## config.mk

```make
export PLATFORM = sky130hd
export DESIGN_NAME = dmem_arbiter
export DESIGN_NICKNAME = d
export VERILOG_FILES = /design/src/rtl/dmem_pkg.sv /design/src/rtl/dmem_lsu_align.sv /design/src/rtl/dmem_arbiter.sv
export SDC_FILE = /design/constraint.sdc
export NUM_CORES = 1
export LEC_CHECK = 0
export ABC_AREA = 1
export BUFFER_PORTS_ARGS = -buffer_cell sky130_fd_sc_hd__buf_2
export CORE_AREA = 2 2 119 121
export CTS_CLUSTER_DIAMETER = 150
export DETAILED_ROUTE_END_ITERATION = 10
export DIE_AREA = 0 0 121 123
export GPL_TIMING_DRIVEN = 0
export PLACE_DENSITY = 0.75
export SKIP_LAST_GASP = 1
export SLEW_MARGIN = 10
export SYNTH_ARGS = -nofsm -noshare
export SYNTH_HDL_FRONTEND = slang
export SYNTH_SLANG_ARGS = --single-unit
```

## constraint.sdc

```tcl
create_clock -name clk -period 2.35 [get_ports clk]
set_clock_uncertainty 0.2 [all_clocks]
set_input_delay 0.5875 -clock clk [delete_from_list [all_inputs] [get_ports clk]]
set_output_delay 0.5875 -clock clk [all_outputs]
set_load 0.03 [all_outputs]
```

## src/rtl/dmem_pkg.sv

```systemverilog
// Shared encodings for the data-memory load/store path: access sizes, byte-lane masks,
// the registered load context and the alignment rule.
package dmem_pkg;

  localparam logic [1:0] SZ_BYTE = 2'b00;
  localparam logic [1:0] SZ_HALF = 2'b01;
  localparam logic [1:0] SZ_WORD = 2'b10;
  localparam logic [1:0] SZ_RSVD = 2'b11;

  localparam logic [3:0] LANE_NONE = 4'b0000;
  localparam logic [3:0] LANE_B0   = 4'b0001;
  localparam logic [3:0] LANE_LO   = 4'b0011;
  localparam logic [3:0] LANE_HI   = 4'b1100;
  localparam logic [3:0] LANE_ALL  = 4'b1111;

  // Everything needed to finish a CPU load one cycle after grant.
  typedef struct packed {
    logic [31:0] word;
    logic [1:0]  size;
    logic [1:0]  off;
    logic        uns;
  } ld_ctx_t;

  function automatic logic is_misaligned(input logic [1:0] size, input logic [1:0] off);
    logic bad;
    bad = 1'b0;
    case (size)
      SZ_HALF: bad = off[0];
      SZ_WORD: bad = (off != 2'b00);
      SZ_RSVD: bad = 1'b1;
      default: bad = 1'b0;
    endcase
    return bad;
  endfunction

endpackage

```

## src/rtl/dmem_lsu_align.sv

```systemverilog
// Byte-lane steering for CPU accesses: store enables/replicated data, misalign flag,
// and load lane extraction with sign/zero extension. Purely combinational, no backpressure.
module lsu_align
  import dmem_pkg::*;
(
  input  logic [1:0]  st_size,
  input  logic [1:0]  st_off,
  input  logic [31:0] st_data,
  output logic [3:0]  st_we,
  output logic [31:0] st_rep,
  output logic        misalign,
  input  ld_ctx_t     ld_ctx,
  output logic [31:0] ld_data
);

  logic [7:0]  ld_byte;
  logic [15:0] ld_half;

  always_comb begin
    misalign = is_misaligned(st_size, st_off);
    st_we    = LANE_NONE;
    st_rep   = st_data;
    case (st_size)
      SZ_BYTE: begin
        st_we  = LANE_B0 << st_off;
        st_rep = {4{st_data[7:0]}};
      end
      SZ_HALF: begin
        st_we  = st_off[1] ? LANE_HI : LANE_LO;
        st_rep = {2{st_data[15:0]}};
      end
      SZ_WORD: st_we = LANE_ALL;
      default: st_we = LANE_NONE;
    endcase
    // A misaligned access is still granted upstream; it just must not touch memory.
    if (misalign) st_we = LANE_NONE;
  end

  always_comb begin
    ld_byte = ld_ctx.word[{ld_ctx.off, 3'b000} +: 8];
    ld_half = ld_ctx.off[1] ? ld_ctx.word[31:16] : ld_ctx.word[15:0];
    ld_data = ld_ctx.word;
    case (ld_ctx.size)
      SZ_BYTE: ld_data = {{24{ld_byte[7] & ~ld_ctx.uns}}, ld_byte};
      SZ_HALF: ld_data = {{16{ld_half[15] & ~ld_ctx.uns}}, ld_half};
      default: ld_data = ld_ctx.word;
    endcase
  end

endmodule

```

## src/rtl/dmem_arbiter.sv

```systemverilog
// Shares one dmem port between CPU (priority) and DMA (starvation-guarded); grant is
// combinational, load data returns one cycle after grant; losers hold their request.
module dmem_arbiter
  import dmem_pkg::*;
#(
  parameter int STARVE_LIMIT = 8
) (
  input  logic        clk,
  input  logic        rst,
  input  logic        c_req,
  input  logic        c_we,
  input  logic [1:0]  c_size,
  input  logic        c_unsigned,
  input  logic [31:0] c_addr,
  input  logic [31:0] c_wdata,
  output logic        c_gnt,
  output logic        c_rvalid,
  output logic [31:0] c_rdata,
  output logic        c_err,
  input  logic        d_req,
  input  logic        d_we,
  input  logic [31:0] d_addr,
  input  logic [31:0] d_wdata,
  output logic        d_gnt,
  output logic        d_rvalid,
  output logic [31:0] d_rdata,
  output logic [3:0]  mem_we,
  output logic [31:0] mem_addr,
  output logic [31:0] mem_wdata,
  input  logic [31:0] mem_rdata
);

  localparam logic [7:0] LIMIT = 8'(STARVE_LIMIT);

  logic [7:0]  starve_cnt;
  logic        starved;
  logic        cpu_win;
  logic        dma_win;
  logic        c_load;
  logic        d_load;
  logic [3:0]  st_we;
  logic [31:0] st_rep;
  logic        misalign;
  ld_ctx_t     c_ctx;
  logic [31:0] c_ld;
  logic [31:0] d_word;
  logic        c_pend;
  logic        d_pend;
  logic        err_pend;

  // Grants are masked during reset so every output sits at its reset value.
  assign starved = d_req && (starve_cnt == LIMIT);
  assign cpu_win = !rst && c_req && !starved;
  assign dma_win = !rst && d_req && !cpu_win;
  assign c_gnt   = cpu_win;
  assign d_gnt   = dma_win;
  assign c_load  = cpu_win && !c_we && !misalign;
  assign d_load  = dma_win && !d_we;

  lsu_align u_align (
    .st_size  (c_size),
    .st_off   (c_addr[1:0]),
    .st_data  (c_wdata),
    .st_we    (st_we),
    .st_rep   (st_rep),
    .misalign (misalign),
    .ld_ctx   (c_ctx),
    .ld_data  (c_ld)
  );

  always_comb begin
    mem_we    = LANE_NONE;
    mem_addr  = c_addr & ~32'h3;
    mem_wdata = st_rep;
    if (dma_win) begin
      mem_addr  = d_addr & ~32'h3;
      mem_wdata = d_wdata;
      if (d_we) mem_we = LANE_ALL;
    end else if (cpu_win && c_we) begin
      mem_we = st_we;
    end
  end

  always_ff @(posedge clk) begin
    if (rst) begin
      starve_cnt <= '0;
      c_pend     <= 1'b0;
      d_pend     <= 1'b0;
      err_pend   <= 1'b0;
      c_ctx      <= '0;
      d_word     <= '0;
    end else begin
      if (!d_req || dma_win) begin
        starve_cnt <= '0;
      end else if (starve_cnt != LIMIT) begin
        starve_cnt <= starve_cnt + 8'd1;
      end
      c_pend   <= c_load;
      d_pend   <= d_load;
      err_pend <= cpu_win && misalign;
      // Context registers only move on a load so rdata holds between responses.
      if (c_load) begin
        c_ctx <= '{word: mem_rdata, size: c_size, off: c_addr[1:0], uns: c_unsigned};
      end
      if (d_load) d_word <= mem_rdata;
    end
  end

  assign c_rvalid = c_pend && !rst;
  assign d_rvalid = d_pend && !rst;
  assign c_err    = err_pend && !rst;
  assign c_rdata  = rst ? 32'h0 : c_ld;
  assign d_rdata  = rst ? 32'h0 : d_word;

endmodule

```

==> flow_summary.json <==
{
  "vias_per_cell": 5.07,
  "htreeDepth": 3,
  "p_per_area_nw_per_um2": 446,
  "avgSynthCellArea_um2": 5.49,
  "hold_path_class": "in2reg",
  "yosysSeqAreaShare_pct": 28.3,
  "wl_per_cell_um": 16.5,
  "pre_cts_ws_ps": -688,
  "die-area_um2": 14900,
  "worstSkewPairLatency_ps": 340,
  "diodes": 0,
  "synth_area_um2": 5660,
  "setup_ws_ps": -403,
  "fill_cells": 1110,
  "rsz0062_at_grt": "true",
  "cp_common_cell": "buf_6",
  "max_stage_delay_ps": 320,
  "cp_top_family": "buffers and inverters",
  "critical_path_buf_inv_count": 4,
  "synth_top_cell_by_area": "dfxtp_1",
  "die_y_um": 123,
  "synthDominantCellAreaShare_pct": 28.3,
  "cts_num_sinks": 80,
  "outcome": "finished, violations left",
  "grt_start_max_net_pins": 14,
  "ir_drop_mv": 0.400,
  "min_path_cells": 3,
  "core_area_um2": 13600,
  "fin_util_pct": 71.8,
  "drt-total-wl_um": 25800,
  "synthTopCellsByArea": "dfxtp_1 28%, nand2_1 24%, nor2_1 12%",
  "grt_usage_pct": 30.1,
  "worst_path_max_delay_cell": "dfxtp_2",
  "dr.pass1.iters": 7,
  "cts_tree": "done",
  "syn_inst": 1031,
  "gr-total-overflow": 0,
  "path_depth": 9,
  "antenna_left": 0,
  "area_growth_syn_to_layout_pct": 72.7,
  "synth_cell_types": 31,
  "start_util_pct": 41.6,
  "fin_nets": 1552,
  "die_w_um": 121,
  "fin_crit_ps": 2750,
  "endpoint_kind": "primary output",
  "drt_iter0_drc": 670,
  "hold_buffers": 0,
  "drive_gt1_share_pct": 40.7,
  "fmax_ghz": 0.363,
  "drv_cap": 0,
  "num_vias": 7934,
  "crit_chain": "inv_2 -> ha_4 -> nand3_4 -> o21ai_4 -> buf_6 -> nand2_8 -> buf_8 -> o21a_1 -> buf_6",
  "numCtsBuffers": 9,
  "cp_max_fo": 6,
  "yosys_warnings": 0,
  "portBuffers": 301,
  "num_io_pins": 306,
  "ff2ff_path_depth": 11,
  "worstPathArrival_ps": 1970,
  "antenna_found_initial": 3,
  "crit_required_ps": 1560,
  "grt_pass1_vias": 6747,
  "finalCritPeriodShare_pct": 117,
  "grt_first_pass_wirelength_um": 34500,
  "setup_viol": 99,
  "clk_path_buf_depth": 2,
  "drv_slew": 0,
  "finalHoldViolCount": 0,
  "clockRootBuffer": "clkbuf_16",
  "clk_pin_slew_ps": 60,
  "path_class": "reg2out",
  "globalplace.congestion": 0.971,
  "synth_seq_cells": 80,
  "cp-start-kind": "flop",
  "place_hpwl_um": 17800,
  "rows": 43,
  "p_leak_nw": 5.33,
  "failed_checks": "negative setup slack",
  "drc": 0
}
[sequential cells by signal, indices dropped and copies added, names as in the netlist]
| signal | cells |
|---|---|
| c_pend | 1 |
| c_ctx | 37 |
| err_pend | 1 |
| d_pend | 1 |
| starve_cnt | 8 |
| d_word | 32 |
[logic make-up after synthesis]
kind of cell / after synthesis / synth area share, %
and+or+nand+nor: 621 / 44.0
xor gates and xnor gates: 4 / 0.619
adders and majority gates: 2 / 0.442
AOI/OAI and AO/OA: 93 / 9.59
DFF: 80 / 28.3
other: 1 / 0.0662
buffers and inverters: 230 / 17.0
[routing by layer]
| layer | vias up | GRT usage [%] | wire, um |
|---|---|---|---|
| met1 | 3512 | 37.9 | 9760 |
| met3 | 123 | 8.72 | 2540 |
| met4 | 6 | 9.74 | 1110 |
| met2 | 481 | 49.5 | 12300 |
| li1 | 3812 | - | - |
| met5 | - | 0 | 49 |
[tightest hold or removal path, cell delays in order]
cell	delay, ps
buf_2	90
nor2_1	40
nor2_1	80
[layout make-up]
cell class                      instances  area, um2  share of cell area, %
Inverter                              168        653                   6.68
Clock buffer                           12        256                   2.62
Buffer                                 62        556                   5.68
Tap cell                              180        225                   2.30
Timing Repair inverter                  1       8.76                 0.0896
Clock inverter                          4       52.6                  0.537
Sequential cell                        80       1620                   16.5
Multi-Input combinational cell        723       3950                   40.4
Timing Repair Buffer                  336       2460                   25.2
[final timing paths]
path                                    start  slack (ps)            end
worst max-delay path            starve_cnt[1]        -400  mem_wdata[21]
worst min-delay path            mem_rdata[31]         280     d_word[31]
worst max register to register  starve_cnt[1]         200     d_word[29]
worst min register to register  starve_cnt[7]         300  starve_cnt[7]
[Yosys cell counts]
master and instances:
buf_2 24, inv_2 2, nand3_1 25, o21ai_2 1, a21oi_2 1, o31ai_1 1, o21ai_0 27, clkinv_1 1
ha_1 2, nand3_2 1, nand2_1 359, dfxtp_1 80, nand2_2 3, buf_1 3, conb_1 1, nand4_1 37
a21oi_1 29, clkbuf_1 24, o22ai_1 1, xor2_1 3, o21bai_1 1, o21ai_1 10, nor3_1 2, o221ai_1 7
nor2_1 186, buf_6 7, or2_2 8, o21a_1 15, xnor2_1 1, buf_4 4, inv_1 165
[layout by cell type (no fill, tap or decap), types with 5 or more instances in the layout]
cell type    n
buf_6      101
nor2_1     165
o21ai_1      9
o21ai_2     19
buf_8        8
clkbuf_16   14
inv_1      156
a21oi_4     10
dfxtp_1     74
nand3_1     19
inv_2        7
buf_12       5
o21ai_0      6
clkbuf_1    11
nand2_2     33
a21oi_1     18
o221ai_2     6
nand2_8      5
buf_2      219
nand2_4     25
nor2_4      18
or2_4        7
o21a_1      14
nand2_1    300
nand4_1     37
buf_4       40
[power breakdown]
group	internal [mW]	switching (mW)	leakage, nW
Sequential	1.40	0.0262	0.653
Combinational	0.593	0.896	4.53
Clock	0.881	0.564	0.141
Total	2.87	1.49	5.33
[through the flow]
step	cells	TNS, ps	instance area, um2	total power, mW	hold slack (ps)
floorplan	1032	0	5810	2.14	230
global placement	1513	-47280	7550	2.54	246
detailed placement	1513	-45330	7550	2.55	255
CTS	1549	-24300	8880	4.19	276
global route	1566	-34490	9780	4.52	279
finish	1566	-27940	9780	4.36	277
[timing repair]
action,4_1_cts,5_1_grt
cloned,7,2
setup endpoints to repair,120,130
gates resized for setup,251,225
buffers inserted,13,15
pin swaps,13,36
Power figures use the tool's default switching activity.
